===== config.mk =====
export PLATFORM = sky130hd
export DESIGN_NAME = pipe_skid_reg
export DESIGN_NICKNAME = d
export VERILOG_FILES = /design/src/rtl/pipe_skid_reg.sv
export SDC_FILE = /design/constraint.sdc
export NUM_CORES = 1
export LEC_CHECK = 0
export BUFFER_PORTS_ARGS = -buffer_cell sky130_fd_sc_hd__buf_2
export CAP_MARGIN = 15
export CORE_MARGIN = 2
export CORE_UTILIZATION = 45
export DETAILED_ROUTE_END_ITERATION = 16
export PLACE_DENSITY_LB_ADDON = 0.08
export SYNTH_ARGS = -nofsm -noshare
export SYNTH_HDL_FRONTEND = slang
export SYNTH_SLANG_ARGS = --single-unit

===== constraint.sdc =====
create_clock -name clk -period 3.55 [get_ports clk]
set_input_delay 0.355 -clock clk [delete_from_list [all_inputs] [get_ports clk]]
set_output_delay 0.355 -clock clk [all_outputs]
set_load 0.05 [all_outputs]

===== src/rtl/pipe_skid_reg.sv =====
// Purpose : elastic pipeline register with a 2-entry skid buffer (main + skid) and valid/ready on both sides.
// Latency : one cycle from acceptance into an empty stage to out_data/out_valid.
// Backpr. : in_ready depends only on registered state and flush, so a stalled consumer
//           throttles the producer one cycle late; the skid entry absorbs the in-flight item.
//
// Ports:
//   clk, reset (async, active-low), flush (sync clear of buffered entries)
//   in_valid / in_ready / in_data    : upstream handshake and payload
//   out_valid / out_ready / out_data : downstream handshake and registered payload
//   occupancy                        : number of buffered entries (0..2)

module pipe_skid_reg #(
  parameter int N = 32
) (
  input  logic         clk,
  input  logic         reset,
  input  logic         flush,
  input  logic         in_valid,
  output logic         in_ready,
  input  logic [N-1:0] in_data,
  output logic         out_valid,
  input  logic         out_ready,
  output logic [N-1:0] out_data,
  output logic [1:0]   occupancy
);

  typedef enum logic [1:0] {
    EMPTY = 2'd0,
    BUSY  = 2'd1,
    FULL  = 2'd2
  } state_t;

  state_t       state;
  logic [N-1:0] main_q;
  logic [N-1:0] skid_q;
  logic         acc;
  logic         pop;

  // Handshakes are derived from state only on the input side; out_ready never
  // reaches in_ready.
  assign in_ready  = (state != FULL) && !flush;
  assign out_valid = (state != EMPTY);
  assign out_data  = main_q;

  assign acc = in_valid && in_ready;
  assign pop = out_valid && out_ready;

  always_comb begin
    occupancy = 2'd0;
    case (state)
      EMPTY:   occupancy = 2'd0;
      BUSY:    occupancy = 2'd1;
      FULL:    occupancy = 2'd2;
      default: occupancy = 2'd0;
    endcase
  end

  always_ff @(posedge clk or negedge reset) begin
    if (!reset) begin
      state  <= EMPTY;
      main_q <= '0;
      skid_q <= '0;
    end else if (flush) begin
      // Only validity is cleared; payload registers keep their contents.
      state <= EMPTY;
    end else begin
      case (state)
        EMPTY: begin
          if (acc) begin
            state  <= BUSY;
            main_q <= in_data;
          end
        end
        BUSY: begin
          if (acc && pop) begin
            main_q <= in_data;
          end else if (acc) begin
            // Consumer stalled while a new item arrived: park it behind main.
            state  <= FULL;
            skid_q <= in_data;
          end else if (pop) begin
            state <= EMPTY;
          end
        end
        FULL: begin
          // in_ready is low here, so only a pop can move the stage.
          if (pop) begin
            state  <= BUSY;
            main_q <= skid_q;
          end
        end
        default: state <= EMPTY;
      endcase
    end
  end

endmodule

==> metrics.txt, run 1 <==
status completed; IO Port Bufs 72; CTS tree built; Diodes inserted 0; Clk pwr share between 20% and 30%; Initial Utilization 46.07%; final period utilization 60.93%; GRT met2 Usage 24.43%; initial antenna violation count 0; reg-to-reg slack, setup 1390 ps; min Tclk post-route approximately 2200 ps; H-Tree Depth 3; Reg2Reg Depth 4; per-cell routed wire length 15.61 um; die span in y around 87 um; WP data arrival 2380 ps; Pwr per Cell Area 646.5 nW/um2; post-synthesis sequential area ratio 53.35%; drt pass-1 iters 4; DRC viols 0; Multi-input gate area 1320 um2; Final setup violation count 0; Switching Share between 30% and 40%; fin area 3696 um2; vias in the first global route 1823; WP buf/inv 1; Root Driver clkbuf_8; Syn Inst Count 190; Flop pwr share 42.5%; Sequential Area ~1700 um2; dpl cells 337; Skew-Pair Late Insertion Delay between 300 and 400 ps; nets 305; clk sinks 66; GR Util met3 3.981%; grt total ovfl 0; TritonCTS Buffers 9; crit path capture out_data[11]$_DFFE_PN0P_; critical path depth 4; Worst Max-Slew Pin Slew 842.4 ps; gpl congestion between 0.7 and 0.8; DR vias 1748; Iteration-0 DRC Markers 46; area of the core 6719 um2; CTS resizes 0; Finished Core Util 55.01%; HPWL after DPL about 3700 um; Die ar. ~7600 um2; final WL ~5500 um; dpl cell area 3473 um2; GR peak layer met2; met1 usage between 10% and 20%; Final Hold Vio Count 0; Total GRT Usage 15.54%; Boundary Pins 73; CP top delay family multiplexers; sw power 0.0007673 W; row cnt 30; CP Launch Point state[1]$_DFFE_PN0P_; worst hold path class in2async; Ys Warns 0; synthesized area per cell 16.29 um2; CP endpoint kind register; Static Leak 1.759 nW; Syn Nets 227; Synth area leader dfrtp_1; slowest CP cell nor2b_4; area grow syn2layout 19.40%; r2r startpoint state[1]$_DFFE_PN0P_; DIE WIDTH between 80 and 90 um; crit-path max cell delay 590 ps; cell-internal power about 0.0016 W; Comb power frac 28.7%; Slew HR 43.77%; Final Non-Filler Cells between 300 and 400; setup_tns 0 ps; hold_ws around 90 ps; f_max around 460 MHz; Crit path required time ~3800 ps; clock skew 5.796 ps; max-capacitance violation count 0; layout cells sized above 1 70.59%; CP Max Fanout 21; clk slew on worst S/H paths 70 ps; Filler cells 569; routed vias/inst 4.966; cts hold-fix bufs 0; critical path cell sequence nor2b_4 -> buf_4 -> mux2_2 -> mux2_4; #FFs+latches synth 66; largest net degree at the start of global routing 34; first-pass GRT wire length 8811 um; Slew Limit Fails 0; Synth top area share 53.35%; DRT antenna net count 0; Startpoint Class register; Worst R2R End out_data[11]$_DFFE_PN0P_; Unique masters post-synth 21; Post-CTS Setup Bufs 0; Synth Cell Area between 3000 and 4000 um2; RSZ-0062 raised after global routing false; top post-synthesis cells by area dfrtp_1, mux2_2, mux2_4; worst-case clock buffer depth 2; VDD IR-drop max 263.8 uV; Setup CP Type reg2reg
registers in the layout, summed over array words and instances, names as in the netlist:
signal,flops
state,2
skid_q,32
out_data,32
Yosys cell counts (all sizes together):
| library cell | instances |
|---|---|
| mux2 | 96 |
| a21oi | 4 |
| dfrtp | 66 |
| or2 | 1 |
| nor2 | 4 |
| nor3b | 1 |
| nand3 | 2 |
| o22a | 1 |
| inv | 1 |
| nor3 | 1 |
| nor2b | 1 |
| buf | 10 |
| and2b | 1 |
| o21ai | 1 |
worst min path at each step:
| stage | start | to | slack (ps) | cells after the start |
|---|---|---|---|---|
| 4_1_cts | reset | out_data[8]$_DFFE_PN0P_ | 110 | 1 |
| 5_1_grt | reset | out_data[8]$_DFFE_PN0P_ | 140 | 1 |
| 2_1_floorplan | reset | out_data[0]$_DFFE_PN0P_ | 60 | 0 |
| 3_5_place_dp | reset | out_data[3]$_DFFE_PN0P_ | 480 | 1 |
| 3_3_place_gp | skid_q[6]$_DFFE_PN0P_ | skid_q[6]$_DFFE_PN0P_ | 470 | 1 |
| 6_report | reset | out_data[8]$_DFFE_PN0P_ | 90 | 1 |
cell type report:
cell class | instances | share of cell area, %
flip-flops and latches | 66 | 44.69
multi-input cells | 113 | 35.71
repair buffers | 77 | 10.77
clock buffers | 14 | 5.213
well taps | 80 | 2.708
clock inverters | 1 | 0.8125
inverters | 1 | 0.1016
power groups by stage:
stage	clock (W)	sequential (W)	combinational (W)
floorplan	0	0.00128	0.000279
global placement	0	0.00102	0.000687
detailed placement	0	0.00103	0.000692
CTS	0.000712	0.00102	0.000694
global route	0.000740	0.00104	0.000727
finish	0.000688	0.00102	0.000686
cells in the final DEF, fill, tap and decap left out:
cell	instances
o22a_1	1
o21ai_2	1
and2b_1	1
nand3_2	1
mux2_1	2
nor2_4	1
a21oi_4	1
nor2_1	3
nor2b_4	1
buf_4	5
inv_1	1
mux2_2	64
dfrtp_1	66
or2_2	1
a21oi_1	3
nor3b_1	1
clkbuf_8	14
mux2_4	30
nor3_1	1
bufinv_16	1
nand3_1	1
buf_2	72
routing by layer:
| layer | part of all wire, % | up-vias |
|---|---|---|
| li1 | - | 840 |
| met1 | 47 | 855 |
| met2 | 47 | 44 |
| met3 | 4.1 | 9 |
| met4 | 1.7 | 0 |
| met5 | 0 | - |
stage by stage:
stage / power (W) / setup slack [ps]
after global routing: 0.002505 / 1284
after detailed placement: 0.001722 / 1378
after CTS: 0.002424 / 1362
after global placement: 0.001711 / 1408
after floorplan: 0.001561 / 1663
final: 0.002389 / 1387
cell families (layout without fill, tap and decap cells):
| kind of cell | after synthesis | after routing | share of synthesized area (%) |
|---|---|---|---|
| AO/OA/AOI/OAI | 6 | 6 | 1.576 |
| flip-flops | 66 | 66 | 53.35 |
| buffers and inverters | 11 | 93 | 4.001 |
| multiplexers | 96 | 96 | 38.56 |
| AND/OR/NAND/NOR | 11 | 11 | 2.506 |
Power figures use the tool's default switching activity.
==> run 2, diff against run 1 <==
==> constraint.sdc (replaced) <==
create_clock -name clk -period 1.9 [get_ports clk]
set_input_delay 0.19 -clock clk [delete_from_list [all_inputs] [get_ports clk]]
set_output_delay 0.19 -clock clk [all_outputs]
set_load 0.05 [all_outputs]
==> run 2 against run 1 <==
Wire length is 5.2% higher; first-iteration DRC count rose by 4.3%; highest routed layer unchanged; die area stayed put; flip-flop and latch count stayed put; count of clock-buffer cells in the layout is 2 lower; cell area up 2.8%; largest power group unchanged; clock skew about the same; utilization is 1.6 points higher; sequential power is 87% higher; register-to-register slack worse by 1200 ps.
==> metrics.txt, run 2 (synthesis gave the netlist of run 1 again) <==
crit-path max cell delay 460 ps (-130 ps); most frequent cells in the layout buf_2, dfrtp_1, mux2_2; VDD IR-drop max 693.7 uV (+160%); dpl cells 341 (+1.2%); Static Leak 1.805 nW (+2.6%); CP top delay family flip-flops; largest net degree at the start of global routing 26 (-24%); per-cell routed wire length 16.15 um (+3.4%); commonest non-fill, non-tap cell in the layout buf_2; Initial Utilization 46.07% (unchanged); CTS resizes 0 (unchanged); critical path cell sequence and2b_1 -> o21ai_2 -> a21oi_4 -> buf_4 -> mux2_4; Reg2Reg Depth 5 (+1); max-capacitance violation count 0 (unchanged); die span in y 86.94 um (unchanged); fin area 3801 um2 (+2.8%); Root Driver clkbuf_8; Post-CTS Setup Bufs 0 (unchanged); worst hold path class in2reg; area of the core 6719 um2 (unchanged); layout cells sized above 1 70.86% (+0.28 points); final WL 5781 um (+5.2%); gpl congestion 0.6725 (-5.3%); Sequential Area 1652 um2 (unchanged); Worst Max-Slew Pin Slew 562.0 ps (-280.4 ps); final period utilization 90.49% (+30 points); slowest CP cell dfrtp_1; WP data arrival 1940 ps (-440 ps); Final setup violation count 0 (unchanged); Iteration-0 DRC Markers 48 (+4.3%); Pwr per Cell Area 1204 nW/um2 (+86%); Total GRT Usage 16.80% (+1.3 points); CP endpoint kind register; initial antenna violation count 0 (unchanged); cts hold-fix bufs 1 (+1); dpl cell area 3553 um2 (+2.3%); DRC viols 0 (unchanged); H-Tree Depth 3 (unchanged); Finished Core Util 56.57% (+1.6 points); reg-to-reg slack, setup 180 ps (-1210 ps); status completed; Multi-input gate area 1320 um2 (unchanged); HPWL after DPL 3899 um (+4.5%); min Tclk post-route 1719 ps (-443.5 ps); worst hold path startpoint in_data[2]; DR vias 1815 (+3.8%); drt pass-1 iters 4 (unchanged); Die ar. 7559 um2 (unchanged); Worst R2R End out_data[28]$_DFFE_PN0P_; Startpoint Class register; Slew Limit Fails 0 (unchanged); Crit path required time 2120 ps (-1650 ps); RSZ-0062 raised after global routing false; worst-case clock buffer depth 2 (unchanged); IO Port Bufs 72 (unchanged); row cnt 30 (unchanged); routed vias/inst 5.070 (+2.1%); nets 310 (+1.6%); Final Non-Filler Cells 358 (+1.7%); f_max 581.6 MHz (+26%); WP buf/inv 1 (unchanged); Skew-Pair Late Insertion Delay 340 ps (about the same); hold depth 2; first-pass GRT wire length 9522 um (+8.1%); hold endpoint skid_q[2]$_DFFE_PN0P_; Slew HR 62.53% (+19 points); setup_tns 0 ps (unchanged); CTS tree built; Diodes inserted 0 (unchanged); DIE WIDTH 86.94 um (unchanged); clk sinks 66 (unchanged); Boundary Pins 73 (unchanged); vias in the first global route 1945 (+6.7%); DRT antenna net count 0 (unchanged); clock skew 5.331 ps (-0.4648 ps); Setup CP Type reg2reg; TritonCTS Buffers 9 (unchanged); Filler cells 546 (-4.0%); clk slew on worst S/H paths 70 ps (about the same); CP Max Fanout 13 (-38%); area grow syn2layout 22.80%; Final Hold Vio Count 0 (unchanged); r2r startpoint state[1]$_DFFE_PN0P_; grt total ovfl 0 (unchanged)
==> run 2: worst reg2reg max path, stage by stage (launching register included) <==
cell,delay (ps)
dfrtp_1,460
and2b_1,260
o21ai_2,80
a21oi_4,180
buf_4,290
mux2_4,340
==> run 2: routing by layer <==
metal | wire, um | track usage, % | up-vias
met2 | 2706 | 25.95 | 46
met5 | 0 | 0 | -
met4 | 123 | 7.386 | 0
met1 | 2605 | 21.34 | 907
li1 | - | - | 851
met3 | 345 | 5.877 | 11
==> run 2: stage by stage <==
step	worst slack, ps	power, W	hold slack (ps)
floorplan	177.8	0.002916	-105.6
global placement	213.8	0.003217	224.8
detailed placement	192.9	0.003242	210.1
CTS	164.3	0.004650	57.32
global route	73.65	0.004803	67.39
finish	180.6	0.004577	78.73
==> run 2: worst max-delay path by stage <==
stage | end | startpoint | cells after the start | slack, ps
floorplan | in_ready | state[1]$_DFFE_PN0P_ | 4 | 180
global placement | out_data[2]$_DFFE_PN0P_ | state[1]$_DFFE_PN0P_ | 5 | 210
detailed placement | out_data[29]$_DFFE_PN0P_ | state[1]$_DFFE_PN0P_ | 5 | 190
CTS | occupancy[1] | state[1]$_DFFE_PN0P_ | 3 | 160
global route | in_ready | state[1]$_DFFE_PN0P_ | 4 | 70
finish | out_data[28]$_DFFE_PN0P_ | state[1]$_DFFE_PN0P_ | 5 | 180
==> run 2: where the power goes <==
part | internal, W | switching, W | leakage [nW]
registers | 0.00174 | 0.000165 | 0.796
logic | 0.000524 | 0.000779 | 0.890
clock network | 0.000844 | 0.000524 | 0.119
==> run 2: final cells by class <==
class                           instances  share of cell area, %
Sequential cell                        66                  43.45
Multi-Input combinational cell        113                  34.73
Timing Repair Buffer                   82                  12.84
Clock buffer                           12                  4.345
Tap cell                               80                  2.633
Clock inverter                          4                  1.909
Inverter                                1                0.09875
==> run 3, diff against run 2 <==
--- a/config.mk
+++ b/config.mk
@@ -5,6 +5,7 @@
 export SDC_FILE = /design/constraint.sdc
 export NUM_CORES = 1
 export LEC_CHECK = 0
+export ABC_AREA = 1
 export BUFFER_PORTS_ARGS = -buffer_cell sky130_fd_sc_hd__buf_2
 export CAP_MARGIN = 15
 export CORE_MARGIN = 2
==> constraint.sdc (replaced) <==
create_clock -name clk -period 1.95 [get_ports clk]
set_input_delay 0.195 -clock clk [delete_from_list [all_inputs] [get_ports clk]]
set_output_delay 0.195 -clock clk [all_outputs]
set_load 0.05 [all_outputs]
==> run 3 against run 2 <==
Power grew 22%; setup slack lost 69 ps; sequential share of layout area shrank 0.83 points; combinational power grew 61%; critical path depth grew 1; hold slack gained 29 ps; register-to-register slack gained 120 ps; cell area grew 1.9%; die area grew 2.2%; first-iteration DRC count grew to 4.9 times the previous value; largest power group unchanged.
==> metrics.txt, run 3 <==
Final Hold Vio Count 0 (unchanged); critical path depth 6 (+1); DIE WIDTH 87.89 um (+1.1%); crit-path max cell delay 420 ps (-40 ps); IO Port Bufs 72 (unchanged); Synth top cells by count nand2_1, dfrtp_1, nand4_1, nand3_1, buf_2; EDFF count, synth 0 (unchanged); worst-case clock buffer depth 2 (unchanged); CP Launch Point state[0]$_DFFE_PN0P_; clk slew on worst S/H paths 70 ps (about the same); clock skew 9.895 ps (+4.564 ps); Multi-input gate area 1351 um2 (+2.4%); die span in y 87.89 um (+1.1%); f_max approximately 540 MHz; Slew HR 72.94% (+10 points); grt total ovfl 0 (unchanged); VDD IR-drop max 804.6 uV (+16%); Met1 Wirelength 3618 um (+39%); Syn Inst Count 414 (+120%); Worst Max-Slew Pin Slew 404.0 ps (-158.1 ps); CP top delay family buffers and inverters; Total GRT Usage 22.52% (+5.7 points); layout cells sized above 1 22.70% (-48 points); Reg2Reg Depth 8 (+3); crit path capture in_ready; drt pass-1 iters 4 (unchanged); synthesized area per cell 7.649 um2 (-53%); Static Leak 2.220 nW (+23%); area grow syn2layout 22.36%; Crit path required time 1750 ps (-370 ps); top post-synthesis cells by area dfrtp_1, nand2_1, nand4_1; Ys Warns 0 (unchanged); Unique masters post-synth 17 (-19%); met2 wire length 3721 um (+38%); Skew-Pair Late Insertion Delay 330 ps (about the same); WP buf/inv 4 (+3); ys async rst share 100.0% (unchanged); count leader, synth nand2_1; Slew Limit Fails 0 (unchanged); Syn Nets 451 (+99%); CTS tree built; post-synthesis sequential area ratio 52.15% (-1.2 points); Post-CTS Setup Bufs 0 (unchanged); Filler cells 641 (+17%); #FFs+latches synth 66 (unchanged); vias in the first global route 2825 (+45%); DR vias 2911 (+60%); Synth Cell Area 3167 um2 (+2.3%); initial antenna violation count 0 (unchanged); top layer in use met4; TritonCTS Buffers 9 (unchanged); Worst R2R End out_data[10]$_DFFE_PN0P_; HPWL after DPL 5002 um (+28%); Sequential Area 1652 um2 (unchanged); CP Max Fanout 12 (-1); H-Tree Depth 3 (unchanged); Initial Utilization 46.61% (+0.54 points); Iteration-0 DRC Markers 236 (+390%); slowest CP cell dfrtp_1; area of the core 6794 um2 (+1.1%); met3 wire length 433 um (+26%); WP data arrival 1640 ps (-300 ps); Total Power 0.005566 W (+22%); Setup CP Type reg2out; final WL 7872 um (+36%); per-cell routed wire length 13.46 um (-17%); status completed; Synth top area share 52.15% (-1.2 points); gpl congestion 0.8299 (+23%); Top FF cell, synth dfrtp_1; CP most frequent cell buf_4; worst hold path class in2reg; Diodes inserted 0 (unchanged); commonest non-fill, non-tap cell in the layout nand2_1; Final setup violation count 0 (unchanged); critical path cell sequence inv_2 -> nand2_2 -> clkinv_1 -> buf_4 -> nor2_1 -> buf_4; DRC viols 0 (unchanged); reg-to-reg slack, setup 300 ps (+120 ps); Pwr per Cell Area 1436 nW/um2 (+19%); CP endpoint kind primary output; max-capacitance violation count 0 (unchanged); min Tclk post-route 1838 ps; final period utilization 94.28%; Startpoint Class register; Root Driver clkbuf_8; RSZ-0062 raised after global routing true; DRT antenna net count 0 (unchanged); most frequent cells in the layout nand2_1, buf_2, dfrtp_1; r2r startpoint state[0]$_DFFE_PN0P_; row cnt 30 (unchanged); nets 521 (+68%); Synth area leader dfrtp_1; Boundary Pins 73 (unchanged); largest net degree at the start of global routing 67 (+160%); Die ar. 7725 um2 (+2.2%); clk sinks 66 (unchanged); setup_tns 0 ps (unchanged); routed vias/inst 4.976 (-1.8%); first-pass GRT wire length 13510 um (+42%)
run 3: what timing repair did:
action / CTS / global route
endpoints found under the hold margin: 66 / 0
endpoints found under the setup margin: 0 / 2
hold buffers: 1 / 0
gates resized for setup: 0 / 4
run 3: per-layer routing:
layer	global-route usage, %	vias to the layer above
li1	-	1468
met1	30.28	1344
met2	37.19	91
met3	3.205	8
met4	8.252	0
met5	0	-
run 3: kinds of logic (layout without fill, tap and decap cells):
logic type | after synthesis | after routing | share of synthesized area (%)
simple gates | 309 | 309 | 41.21
flops | 66 | 66 | 52.15
buf+inv | 36 | 111 | 5.689
compound gates | 3 | 3 | 0.9483
run 3: report_power, final:
part	leakage, nW	switching [W]	internal, W	total [W]
clock	0.117	0.000523	0.000791	0.00131
combinational	1.27	0.00160	0.000498	0.00209
sequential	0.830	0.000277	0.00188	0.00216
run 3: cell type report:
cell class                      instances  share of cell area, %
Sequential cell                        66                  42.62
Tap cell                               96                  3.100
Multi-Input combinational cell        312                  34.87
Inverter                                9                 0.8718
Clock buffer                           12                  4.004
Clock inverter                          4                  1.905
Timing Repair Buffer                   86                  12.63
run 3: stage by stage:
stage | hold slack, ps | cells | cell area, um2 | util, % | setup WS (ps)
2_1_floorplan | -100.6 | 414 | 3167 | - | 94.20
3_3_place_gp | 246.0 | 568 | 3627 | 53.39 | 369.5
3_5_place_dp | 241.9 | 568 | 3627 | 53.39 | 310.3
4_1_cts | 95.54 | 585 | 3866 | 56.91 | 26.54
5_1_grt | 95.83 | 585 | 3875 | 57.04 | 4.566
6_report | 107.4 | 585 | 3875 | 57.04 | 111.6
run 3: worst min path at each step:
| stage | startpoint | to | cells after the start |
|---|---|---|---|
| CTS | in_data[5] | skid_q[5]$_DFFE_PN0P_ | 3 |
| global placement | reset | skid_q[22]$_DFFE_PN0P_ | 2 |
| floorplan | reset | out_data[0]$_DFFE_PN0P_ | 0 |
| finish | in_data[5] | skid_q[5]$_DFFE_PN0P_ | 3 |
| global route | in_data[24] | skid_q[24]$_DFFE_PN0P_ | 3 |
| detailed placement | reset | skid_q[23]$_DFFE_PN0P_ | 2 |
run 3: worst register-to-register path, delay by kind of cell, from the launching register on:
kind / cells / cell delay (ps)
buffers and inverters: 2 / 460
DFF: 1 / 430
and+or+nand+nor: 6 / 730
